$ cat src/rtl/spi_flash_reader.sv
// SPI mode-0 read engine for the configuration flash.
// It sends READ (0x03) and a 24-bit address, then returns len bytes as valid-pulsed bytes.
module spi_flash_reader #(
    parameter int CLK_DIV = 1,
    parameter int LEN_W   = 8
) (
    input  logic             clk,
    input  logic             rst_n,
    input  logic             start,
    input  logic [23:0]      addr,
    input  logic [LEN_W-1:0] len,
    output logic             busy,
    output logic             done,
    output logic [7:0]       data_out,
    output logic             data_valid,
    output logic             spi_sclk,
    output logic             spi_cs_n,
    output logic             spi_mosi,
    input  logic             spi_miso
);

    localparam int CW = (CLK_DIV > 1) ? $clog2(CLK_DIV) : 1;
    localparam logic [CW-1:0] TICK_MAX = CW'(CLK_DIV - 1);
    // Bit counter must reach 31 + 8*(2^LEN_W - 1) without wrapping.
    localparam int BW = LEN_W + 4;

    typedef enum logic [2:0] {IDLE, CMD, ADDR, DATA, FINISH} state_t;

    state_t          r_state;
    state_t          w_nextState;
    logic [CW-1:0]   r_tickCnt;
    logic            r_sclk;
    logic [BW-1:0]   r_bitCnt;
    logic [BW-1:0]   r_lastBit;
    logic [31:0]     r_txSr;
    logic [7:0]      r_rxSr;
    logic [7:0]      r_dataOut;
    logic            r_valid;
    logic            r_done;
    logic            w_tick;
    logic            w_shifting;
    logic            w_riseTick;
    logic            w_fallTick;

    assign w_tick     = (r_state != IDLE) && (r_tickCnt == TICK_MAX);
    assign w_shifting = (r_state == CMD) || (r_state == ADDR) || (r_state == DATA);
    assign w_riseTick = w_tick && w_shifting && !r_sclk;
    assign w_fallTick = w_tick && w_shifting && r_sclk;

    always_ff @(posedge clk or negedge rst_n) begin
        if (!rst_n) begin
            r_state <= IDLE;
        end else begin
            r_state <= w_nextState;
        end
    end

    always_comb begin
        w_nextState = r_state;
        case (r_state)
            IDLE:    if (start && (len != '0)) w_nextState = CMD;
            CMD:     if (w_fallTick && (r_bitCnt == BW'(7)))  w_nextState = ADDR;
            ADDR:    if (w_fallTick && (r_bitCnt == BW'(31))) w_nextState = DATA;
            DATA:    if (w_fallTick && (r_bitCnt == r_lastBit)) w_nextState = FINISH;
            FINISH:  if (w_tick) w_nextState = IDLE;
            default: w_nextState = IDLE;
        endcase
    end

    always_ff @(posedge clk or negedge rst_n) begin
        if (!rst_n) begin
            r_tickCnt <= '0;
            r_sclk    <= 1'b0;
            r_bitCnt  <= '0;
            r_lastBit <= '0;
            r_txSr    <= '0;
            r_rxSr    <= '0;
            r_dataOut <= '0;
            r_valid   <= 1'b0;
            r_done    <= 1'b0;
        end else begin
            r_valid <= 1'b0;
            r_done  <= 1'b0;
            if (r_state == IDLE) begin
                r_tickCnt <= '0;
                r_sclk    <= 1'b0;
                r_bitCnt  <= '0;
                if (start) begin
                    r_txSr    <= {8'h03, addr};
                    r_lastBit <= BW'(31) + BW'({len, 3'b000});
                    r_done    <= (len == '0);
                end
            end else begin
                r_tickCnt <= w_tick ? '0 : r_tickCnt + CW'(1);
                if (w_riseTick) begin
                    r_sclk <= 1'b1;
                    r_rxSr <= {r_rxSr[6:0], spi_miso};
                    if ((r_state == DATA) && (r_bitCnt[2:0] == 3'd7)) begin
                        r_dataOut <= {r_rxSr[6:0], spi_miso};
                        r_valid   <= 1'b1;
                    end
                end
                if (w_fallTick) begin
                    r_sclk   <= 1'b0;
                    r_bitCnt <= r_bitCnt + BW'(1);
                    r_txSr   <= {r_txSr[30:0], 1'b0};
                end
                if ((r_state == FINISH) && w_tick) begin
                    r_done <= 1'b1;
                end
            end
        end
    end

    // Pin levels follow the state directly so an async reset idles them at once.
    always_comb begin
        busy     = 1'b0;
        spi_cs_n = 1'b1;
        spi_mosi = 1'b0;
        case (r_state)
            CMD, ADDR: begin
                busy     = 1'b1;
                spi_cs_n = 1'b0;
                spi_mosi = r_txSr[31];
            end
            DATA: begin
                busy     = 1'b1;
                spi_cs_n = 1'b0;
            end
            FINISH:  busy = 1'b1;
            default: ;
        endcase
    end

    assign spi_sclk   = r_sclk;
    assign data_out   = r_dataOut;
    assign data_valid = r_valid;
    assign done       = r_done;

endmodule

$ cat config.mk
export PLATFORM = sky130hd
export DESIGN_NAME = spi_flash_reader
export DESIGN_NICKNAME = d
export VERILOG_FILES = /design/src/rtl/spi_flash_reader.sv
export SDC_FILE = /design/constraint.sdc
export NUM_CORES = 1
export LEC_CHECK = 0
export CORE_ASPECT_RATIO = 0.9
export CORE_MARGIN = 3
export CORE_UTILIZATION = 46
export DETAILED_ROUTE_END_ITERATION = 12
export HOLD_SLACK_MARGIN = 0.03
export PLACE_DENSITY = 0.69
export SYNTH_ARGS = -nofsm -noshare
export SYNTH_HDL_FRONTEND = slang
export SYNTH_SLANG_ARGS = --single-unit
$ cat constraint.sdc
create_clock -name clk -period 4.8 [get_ports clk]
set_input_delay 0.48 -clock clk [delete_from_list [all_inputs] [get_ports clk]]
set_output_delay 0.48 -clock clk [all_outputs]
set_load 0.05 [all_outputs]
==> results.yml <==
timing:
  setup_viol: 0
  max_freq_ghz: 0.372
  grt_setup_unrepaired: "false"
  slew_headroom: 0.274
  worstMarginPinSlew_ps: 1090
  post-route-period-util: 0.560
  hold_viol: 0
  slew_viol_final: 0
  finalClockSkew_ps: 6.31
  setup_tns_ps: 0
  period_minus_slack_ps: 2690
final_layout:
  finalNonFillerCells: 470
  final_cell_mix: "dfrtp_1 (76), clkdlybuf4s50_1 (48), nand2_1 (46)"
  final_layout_size_suffix_gt1_frac: 0.109
  n_antenna_cell: 0
  final_nets: 411
  final_common_cell: "dfrtp_1"
  syn2layout_area_growth_pct: 20.7
synthesis:
  synth_seq_cells: 76
  synth.largest_area_cell: "dfrtp_1"
  synth_fp_nets: 367
  synth.distinct_cells: 44
  synthFlopType: "dfrtp_1"
  yosysSeqAreaShare: 0.532
  ys_warn_count: 0
  avgSynthCellArea_um2: 10.9
  synth_area_um2: 3580
  async_flop_share: 1.00
  netlist_instances: 328
  yosys.area.top_type_share: 0.532
  synth_area_leaders: "dfrtp_1 (53%), mux2i_1 (6.4%), mux2_2 (5.7%), o21ai_0 (5.0%), nand2_1 (4.8%)"
  synth_edf_count: 0
clock_network:
  post_cts_buffers: 0
  cts_max_level: 3
  cts_max_path_buffers: 2
  clock_latency_ps: 350
  clock-sinks: 76
  cts-root-buf: "clkbuf_8"
  cts_tree: "built"
  cts_buffers: 9
  clkTransAtPathRegs_ps: 80
  hold_buffers: 0
  cts_resized: 0
global_route:
  grt_pass1_vias: 2381
  grt_max_degree: 77
  grt.total_usage: 0.164
  antenna_found_initial: 0
  grt_pass1_wl_um: 11500
  overflow: 0
detailed_routing:
  wirelength_um: 6720
  routed_via_density: 5.26
  dr.first_iter.drc_count: 137
  firstDrtPassIters: 4
  wl_per_cell_um: 14.3
  ant_nets: 0
  drc_errors: 0
  vias: 2471
placement:
  dp_hpwl_um: 4600
  place_congestion: 0.804
  portBuffers: 49
  post-place-cells: 454
critical_path:
  worst-path-buf-inv: 1
  path_class: "flop to primary output"
  cp_max_fo: 10
  critical_path_required_ps: 4320
  cpLargestDelayFamily: "buffers and inverters"
  cp_slowest_cell: "clkdlybuf4s50_1"
  arrival_ps: 2210
  worstSetupEndpointType: "primary output"
  path_cells: "xnor2_1 > nor2_1 > and2_1 > clkdlybuf4s50_1"
  startpoint_type: "flop"
  crit_path_max_incr_delay_ps: 800
power_and_ir_drop:
  p_total_mw: 2.14
  power_density_nw_per_um2: 496
  vdd_ir_drop_max_mv: 0.181
  leakage_nw: 1.80
die:
  die-area_um2: 8870
  die_x_um: 98.9
  core_region_area_um2: 7290
  rows: 29
  start_util: 0.490
  pin_count: 50
  dieHeight_um: 89.6
worst_hold_path:
  hold_class: "primary input to asynchronous set/reset pin"
job:
  maxCapViolCount: 0
status:
  outcome: "finished clean"
registers in the layout (all words and copies together) (netlist names):
signal	cells
data_out	8
data_valid	1
done	1
r_bitCnt	12
r_lastBit	10
r_rxSr	7
r_state	3
r_tickCnt	1
r_txSr	32
spi_sclk	1
worst reg2reg max path: cells and delay by family (launching register included):
family	cells	cell delay, ps
AND/OR/NAND/NOR	3	1410
multiplexers	1	270
flip-flops	1	560
AO/OA/AOI/OAI	1	260
final timing paths:
path,from,end,slack [ps],cells after the start
min,rst_n,r_state[2],260,1
max reg2reg,r_state[2],r_state[0],2210,5
min reg2reg,r_txSr[2],r_txSr[2],480,2
max in group asynchronous,rst_n,r_txSr[8],3910,1
min in group clk,r_txSr[2],r_txSr[2],480,2
max,r_state[1],spi_mosi,2110,4
logic make-up (layout without fill, tap and decap cells):
group,count (synthesis),count (layout),share of synthesized area
mux,41,41,0.121
simple gates,101,101,0.135
buf+inv,22,71,0.0346
compound gates,57,57,0.0997
xor+xnor,27,27,0.0661
other cells,1,1,0.00105
flops,76,76,0.532
fa+ha+maj,3,3,0.0105
area by class of cell:
type / count / area (µm²)
fillers: 608 / 2980
well taps: 93 / 116
clock inverters: 5 / 85.1
clock buffers: 11 / 141
multi-input cells: 230 / 1560
flip-flops and latches: 76 / 1900
repair buffers: 50 / 495
inverters: 5 / 18.8
stage by stage:
stage          hold slack, ps  worst slack [ps]   util  area [µm²]
2_1_floorplan             184              2830      -        3580
3_3_place_gp              461              2280  0.561        4090
3_5_place_dp              470              2200  0.561        4090
4_1_cts                   313              2090  0.592        4320
5_1_grt                   354              1970  0.592        4320
6_report                  260              2110  0.592        4320
power breakdown:
part,switching [mW],leakage (nW),internal (mW)
sequential,0.143,0.998,0.838
clock,0.238,0.110,0.309
combinational,0.327,0.695,0.286
total,0.708,1.80,1.43
synth_stat cells, types with 2 or more instances:
master    instances
nand4_1           4
o21ai_0          36
buf_6             3
xnor2_1          18
buf_2             6
nor3_1            2
nor4_1            3
xor2_1            9
nor2_1           18
mux2_2           18
a22o_1            6
a21oi_1           3
inv_1             5
dfrtp_1          76
nand2b_1          3
nand3_1           9
nor3b_1           3
and3_1            2
clkbuf_1          7
mux2i_1          23
o22a_1            3
or3_1             2
ha_1              3
nand2_1          46
metal layers:
layer  wire, µm  vias to the layer above  share of wire  global-route usage
met4        103                        0          0.015              0.0620
met5          0                        -              0                   0
met2       3050                       54           0.45               0.255
met3        383                       15          0.057              0.0502
met1       3190                     1176           0.47               0.219
li1           -                     1226              -                   -
Note: power is estimated with default switching activity, not from simulation.
